## config.mk

```make
export PLATFORM = sky130hd
export DESIGN_NAME = serial_subtractor
export DESIGN_NICKNAME = d
export VERILOG_FILES = /design/src/rtl/serial_subtractor.sv
export SDC_FILE = /design/constraint.sdc
export NUM_CORES = 1
export LEC_CHECK = 0
export CAP_MARGIN = 20
export CORE_AREA = 3 3 47 49
export CTS_CLUSTER_SIZE = 10
export DETAILED_ROUTE_END_ITERATION = 10
export DIE_AREA = 0 0 50 52
export GPL_ROUTABILITY_DRIVEN = 1
export PLACE_DENSITY = 0.89
export SLEW_MARGIN = 5
export SYNTH_ARGS = -nofsm -noshare
export SYNTH_HDL_FRONTEND = slang
export SYNTH_SLANG_ARGS = --single-unit
```

## constraint.sdc

```tcl
create_clock -name clk -period 2.8 [get_ports clk]
set_input_delay 0.7 -clock clk [delete_from_list [all_inputs] [get_ports clk]]
set_output_delay 0.7 -clock clk [all_outputs]
set_load 0.02 [all_outputs]
```

## src/rtl/serial_subtractor.sv

```systemverilog
// -----------------------------------------------------------------------------
// serial_subtractor
//
// Bit-serial WIDTH-bit subtractor: diff = A - B - bin (mod 2^WIDTH), one bit
// per clock, LSB first, on a single full-subtractor cell. A start/done
// handshake frames each operation; a new operation can be accepted in the
// DONE cycle so back-to-back requests run with no bubble.
//
// Ports:
//   clk      in   rising-edge clock
//   reset_n  in   asynchronous active-low reset
//   start    in   request; sampled only in IDLE or DONE
//   A        in   [WIDTH] minuend, captured on accept
//   B        in   [WIDTH] subtrahend, captured on accept
//   bin      in   borrow-in, captured on accept
//   busy     out  high while bits are being processed
//   done     out  one-cycle pulse, results valid
//   diff     out  [WIDTH] result (partial shift while busy)
//   bout     out  unsigned borrow-out of bit WIDTH-1
//   ovf      out  signed two's-complement overflow
// -----------------------------------------------------------------------------
module serial_subtractor #(
    parameter int WIDTH = 4
) (
    input  logic             clk,
    input  logic             reset_n,
    input  logic             start,
    input  logic [WIDTH-1:0] A,
    input  logic [WIDTH-1:0] B,
    input  logic             bin,
    output logic             busy,
    output logic             done,
    output logic [WIDTH-1:0] diff,
    output logic             bout,
    output logic             ovf
);

    localparam int CW = $clog2(WIDTH);
    localparam logic [CW-1:0] LAST_BIT = CW'(WIDTH - 1);

    typedef enum logic [1:0] {
        S_IDLE,
        S_BUSY,
        S_DONE
    } state_t;

    state_t r_state;
    state_t w_next;

    logic [WIDTH-1:0] r_a_sh;
    logic [WIDTH-1:0] r_b_sh;
    logic [WIDTH-1:0] r_diff;
    logic [CW-1:0]    r_cnt;
    logic             r_borrow;
    logic             r_bout;
    logic             r_ovf;

    logic w_accept;
    logic w_last;
    logic w_a;
    logic w_b;
    logic w_d;
    logic w_bo;

    // Full-subtractor cell on the current LSBs of the operand shift registers.
    assign w_a    = r_a_sh[0];
    assign w_b    = r_b_sh[0];
    assign w_d    = w_a ^ w_b ^ r_borrow;
    assign w_bo   = (~w_a & w_b) | (~(w_a ^ w_b) & r_borrow);
    assign w_last = (r_cnt == LAST_BIT);

    // State register.
    // NOTE: every clocked process uses non-blocking assignments so all
    // registers update together from values sampled before the edge.
    always_ff @(posedge clk or negedge reset_n) begin
        if (!reset_n) begin
            r_state <= S_IDLE;
        end else begin
            r_state <= w_next;
        end
    end

    // Next-state and handshake outputs.
    // NOTE: every signal driven here gets a default first, so no path can
    // leave one unassigned and infer a latch.
    always_comb begin
        w_next   = r_state;
        w_accept = 1'b0;
        busy     = 1'b0;
        done     = 1'b0;
        unique case (r_state)
            S_IDLE: begin
                if (start) begin
                    w_accept = 1'b1;
                    w_next   = S_BUSY;
                end
            end
            S_BUSY: begin
                busy = 1'b1;
                if (w_last) begin
                    w_next = S_DONE;
                end
            end
            S_DONE: begin
                done = 1'b1;
                // Accepting here gives back-to-back operation with no bubble.
                if (start) begin
                    w_accept = 1'b1;
                    w_next   = S_BUSY;
                end else begin
                    w_next = S_IDLE;
                end
            end
            default: begin
                w_next = S_IDLE;
            end
        endcase
    end

    // Datapath: operand shifters, borrow flop, bit counter, result registers.
    always_ff @(posedge clk or negedge reset_n) begin
        if (!reset_n) begin
            r_a_sh   <= '0;
            r_b_sh   <= '0;
            r_diff   <= '0;
            r_cnt    <= '0;
            r_borrow <= 1'b0;
            r_bout   <= 1'b0;
            r_ovf    <= 1'b0;
        end else if (w_accept) begin
            // Results are deliberately left alone so they hold until the
            // next operation completes.
            r_a_sh   <= A;
            r_b_sh   <= B;
            r_borrow <= bin;
            r_cnt    <= '0;
        end else if (r_state == S_BUSY) begin
            r_a_sh   <= {1'b0, r_a_sh[WIDTH-1:1]};
            r_b_sh   <= {1'b0, r_b_sh[WIDTH-1:1]};
            r_diff   <= {w_d, r_diff[WIDTH-1:1]};
            r_borrow <= w_bo;
            r_cnt    <= r_cnt + CW'(1);
            if (w_last) begin
                // On the sign bit: overflow when operand signs differ and the
                // result sign differs from the minuend's.
                r_bout <= w_bo;
                r_ovf  <= (w_a ^ w_b) & (w_a ^ w_d);
            end
        end
    end

    assign diff = r_diff;
    assign bout = r_bout;
    assign ovf  = r_ovf;

endmodule

```

### After elaboration in Yosys (flattened, before gate mapping)

Index checks and enable logic that the tools add are counted.

* register bits: 19
* logic and storage cells: 46
* output and inout port bits: 8
* bits of input ports: 12

* $add $sub $neg: 1
* bitwise gates (word level): 10
* reduce and logical (&&, ||, !) cells: 6
* multiplexer cells: 16
* eq/ne operators: 5

Operators with widths (number)
* 4-bit two-way mux: 4
* 2-bit two-way mux: 4
* 1-bit two-way mux: 7
* 2-bit one-hot mux with 3 select lines: 1
* 2-bit == test, second input constant: 2
* 2-bit != test, second input constant: 2
* 2-bit AND reduction: 2
* 1-bit AND: 3
* 1-bit inverter: 3
* 3-bit AND reduction: 1
* 1-bit bitwise XOR: 3
* 2-bit by 1-bit adder with 2-bit output, second input constant: 1
* 2-bit by 1-bit == test with 1-bit output, second input constant: 1
* 2-bit logical NOT: 1
* 2-bit nonzero test: 1
* 2-bit OR reduction: 1
* 1-bit bitwise OR: 1

### Depth between registers and ports, before layout

Gate-level depths: netlist (run 1).

* word-level depth: 6
* depth in mapped cells: 6
* mapped depth without buffers: 4

### Least setup slack after synthesis (run 1)

No wires, ideal clock.

* path type: register -> output
* start point: register r_state[1]
* end point: output port busy
* data arrival time: 0.835 ns
* data required time: 2.100 ns
* path slack: 1.265 ns
* cell stages (with the launch flop): 5
* buffers on the path: 2
* cells stage by stage: dfrtp_1 > buf_6 > nand2b_4 > buf_12 > inv_8

* word-level cells in the longest chain between the ends: 2

RTL lines
* from (decl): line 47 `state_t r_state;`
* from (signal assigned): line 79 `r_state <= w_next;`
* 2-bit by 1-bit == test with 1-bit output: line 91 `unique case (r_state)`
* 1-bit two-way mux: line 91
* to (decl): line 31 `output logic busy,`

No other way between the ends.

### Worst setup path in the final report (run 1)

Same ends and word-level chain as after synthesis.

==> flow_metrics.py, run 1 <==
metrics = {
    "run_status": {
        "status": "finished, final reports clean",
    },
    "yosys": {
        "synth_compound_area_share_pct": 12.8,
        "netlist_area_um2": 966,
        "synth_cell_type_count": 30,
        "synth_area_leader_cell": "sky130_fd_sc_hd__dfrtp_1",
        "synth_xor_area_share_pct": 1.81,
        "synth_edf_count": 0,
        "synth_simple_gate_area_share_pct": 16.6,
        "postSynth.asyncResetShare_pct": 100,
        "cell_count_after_synthesis": 86,
        "mappedNetlistNets": 101,
        "synthesis.yosys.warnings": 0,
        "synth_most_common_cell": "sky130_fd_sc_hd__dfrtp_1",
        "synthFlopType": "sky130_fd_sc_hd__dfrtp_1",
        "post_synthesis_mux_area_share_pct": 7.90,
        "synth.yosys.seq_area_share_pct": 49.2,
        "ys_top_cells_by_count": "sky130_fd_sc_hd__dfrtp_1 (19), sky130_fd_sc_hd__nand2_1 (12), sky130_fd_sc_hd__mux2i_1 (5), sky130_fd_sc_hd__nor2b_1 (5)",
        "synth.avg_cell_area_um2": 11.2,
        "synth_top_family_by_area": "simple AND/OR/NAND/NOR gates",
        "yosys-top-cells-area": "sky130_fd_sc_hd__dfrtp_1 (49%), sky130_fd_sc_hd__mux2i_1 (5.2%), sky130_fd_sc_hd__nand2_1 (4.7%), sky130_fd_sc_hd__nor2b_1 (3.2%), sky130_fd_sc_hd__a211oi_1 (3.1%)",
        "synth_adder_area_share_pct": 4.66,
        "synth_top_area_share_pct": 49.2,
        "yosys_register_bits": 19,
    },
    "global_route": {
        "fraction_of_met3_tracks_used_by_global_routing_pct": 3.44,
        "grt_antenna_before_repair": 0,
        "first_global_vias": 661,
        "grt_use_met2_pct": 23.0,
        "grt_pass1_wl_um": 2930,
        "pin_count_of_the_biggest_net_entering_global_routing": 20,
        "grt-busiest-layer": "met2",
        "grt_use_met1_pct": 19.0,
        "grt_use_total_pct": 15.0,
        "globalRouteOverflowTotal": 0,
    },
    "worst_setup_path": {
        "reg2regPathDepth": 4,
        "timing.rr.end": "ovf$_DFFE_PN0P_",
        "critical-path-slowest-cell": "sky130_fd_sc_hd__clkdlybuf4s50_1",
        "end_kind": "primary output",
        "worst-setup-path-type": "reg2out",
        "cp.required_ps": 2100,
        "r2r_slack_ps": 1340,
        "kind_of_launch_point_of_the_worst_setup_path": "register",
        "critical_path.cell_chain": "nand2b_4, inv_8, clkdlybuf4s50_1",
        "cp_max_fo": 10,
        "critical_path.max_stage_delay_ps": 600,
        "arrival_ps": 1820,
        "critical_path.reg2reg.startpoint": "r_a_sh[0]$_DFFE_PN0P_",
    },
    "cts": {
        "cts.root.buffer_cell": "sky130_fd_sc_hd__clkbuf_4",
        "htree_num_levels": 1,
        "holdBufCountCts": 0,
        "post_cts_resize_count": 0,
        "cts_tree": "yes",
        "cts_max_path_buffers": 2,
        "clkTransAtPathRegs_ps": 100,
        "post_cts.repair.setup_buffers": 0,
        "tritoncts.num_buffers": 3,
        "clock-sinks": 19,
        "worstSkewPairLatency_ps": 300,
    },
    "min_path": {
        "min_delay_worst_endpoint": "ovf$_DFFE_PN0P_",
        "timing.hold.worst.class": "reg2reg",
        "min-delay-start": "ovf$_DFFE_PN0P_",
        "worstHoldPathCells": 2,
    },
    "floorplanning": {
        "dieArea_um2": 2600,
        "fp.dieW_um": 50,
        "core-area_um2": 1900,
        "pin_count": 20,
        "row_count": 16,
        "dieHeight_um": 52,
        "initial_utilization_pct": 50.8,
    },
    "detailed_routing": {
        "post-route-drc-count": 0,
        "drt_pre_antenna_iters": 4,
        "routed-via-count": 699,
        "vias_per_cell": 5.26,
        "routed_wl_um": 1800,
        "drt_iter0_markers": 23,
        "antenna_violating_nets_left": 0,
        "wire_per_inst_um": 13.5,
    },
    "sta": {
        "setup_viol": 0,
        "max_clock_freq_mhz": 398,
        "fin_ws_ps": 285,
        "finalClockSkew_ps": 5.44,
        "worst_pin_slew_ps": 442,
        "fin_setup_tns_ps": 0,
        "layout_worst_path_cycle_share_pct": 89.8,
        "worst_slew_margin_relative_to_its_limit_pct": 70.4,
        "hold_viol_final": 0,
        "rsz0062_at_grt": "false",
        "slew_violations": 0,
        "fin_crit_ps": 2520,
        "final_layout_worst_hold_slack_ps": 489,
    },
    "power_and_ir_drop": {
        "power_per_cell_area_nw_per_um2": 1140,
        "maximum_vdd_ir_drop_uv": 502,
        "total_power_mw": 1.35,
        "leakage_nw": 0.525,
    },
    "final_layout": {
        "post_route_cells_drive_above_1_share_pct": 11.3,
        "final_area_um2": 1180,
        "area_growth_syn_to_layout_pct": 22.4,
        "antenna_diode_count": 0,
        "final_nets": 122,
    },
    "placement": {
        "post-place-ws_ps": 612,
        "placer_s_final_routability_congestion_estimate": 0.799,
        "placedInstanceArea_um2": 1160,
        "place.port_buffers": 19,
        "post-dp-hpwl_um": 1310,
    },
    "job": {
        "timing.max_cap.violations": 0,
    },
}
[flip-flops by register name (all words and copies together), names as in the netlist]
register / cells
bout: 1
r_state: 2
r_cnt: 2
r_borrow: 1
r_b_sh: 4
r_a_sh: 4
diff: 4
ovf: 1
[cell type report]
cell class | count | area [µm²]
Tap cell | 27 | 33.8
Inverter | 3 | 18.8
Fill cell | 159 | 719
Multi-Input combinational cell | 59 | 423
Timing Repair Buffer | 21 | 205
Clock buffer | 4 | 26.3
Sequential cell | 19 | 475
[critical path: cells and delay by family (launching register included)]
family / cells / cell delay [ps]
buffers and inverters: 2 / 700
flip-flops: 1 / 540
AND/OR/NAND/NOR: 1 / 270
[cells by family after synthesis]
| kind of cell | Yosys count |
|---|---|
| xor+xnor | 2 |
| mux | 7 |
| simple gates | 29 |
| buf+inv | 8 |
| compound gates | 18 |
| fa+ha+maj | 3 |
| flops | 19 |
[stage by stage]
step           instances  utilization, %
6_report             133            62.2
5_1_grt              133            62.2
4_1_cts              133            62.2
3_5_place_dp         129            60.8
3_3_place_gp         129            60.8
2_1_floorplan         86               -
[worst max-delay path by stage]
stage / from / endpoint / slack (ps) / cells past startpoint
2_1_floorplan: r_state[1]$_DFFE_PN0P_ / busy / 1270 / 4
3_3_place_gp: r_state[1]$_DFFE_PN0P_ / busy / 650 / 3
3_5_place_dp: r_state[1]$_DFFE_PN0P_ / busy / 610 / 3
4_1_cts: r_state[1]$_DFFE_PN0P_ / busy / 280 / 3
5_1_grt: r_state[1]$_DFFE_PN0P_ / busy / 200 / 3
6_report: r_state[1]$_DFFE_PN0P_ / busy / 280 / 3
[cells in the final DEF, fill, tap and decap left out, drive strengths merged]
master         synthesis  layout
a211oi                 4       4
a21oi                  4       4
a22o                   3       3
a22oi                  1       1
and2b                  1       1
buf                    5       2
clkbuf                 0       4
clkdlybuf4s50          0      19
dfrtp                 19      19
fa                     1       1
ha                     2       2
inv                    3       3
mux2                   2       2
mux2i                  5       5
nand2                 12      12
nand2b                 2       2
nand3                  2       2
nand3b                 1       1
nor2                   4       4
nor2b                  5       5
nor3                   2       2
o21ai                  3       3
o22ai                  2       2
o31ai                  1       1
xnor2                  1       1
xor2                   1       1
[layer usage]
metal / vias up / wire length (µm) / part of all wire, %
li1: 336 / - / -
met2: 26 / 889 / 49
met4: 0 / 27 / 1.5
met1: 333 / 779 / 43
met5: - / 0 / 0
met3: 4 / 103 / 5.7
[where the power goes]
part	switching [mW]	internal [mW]
combinational	0.338	0.342
clock	0.0842	0.0554
sequential	0.125	0.403
(Power assumes the default switching activity.)
==> run 2, diff against run 1 <==
CTS_CLUSTER_SIZE = default   (was 10)
==> results of run 2 <==
The final DEF is identical to that of run 1; final timing and power are the same.
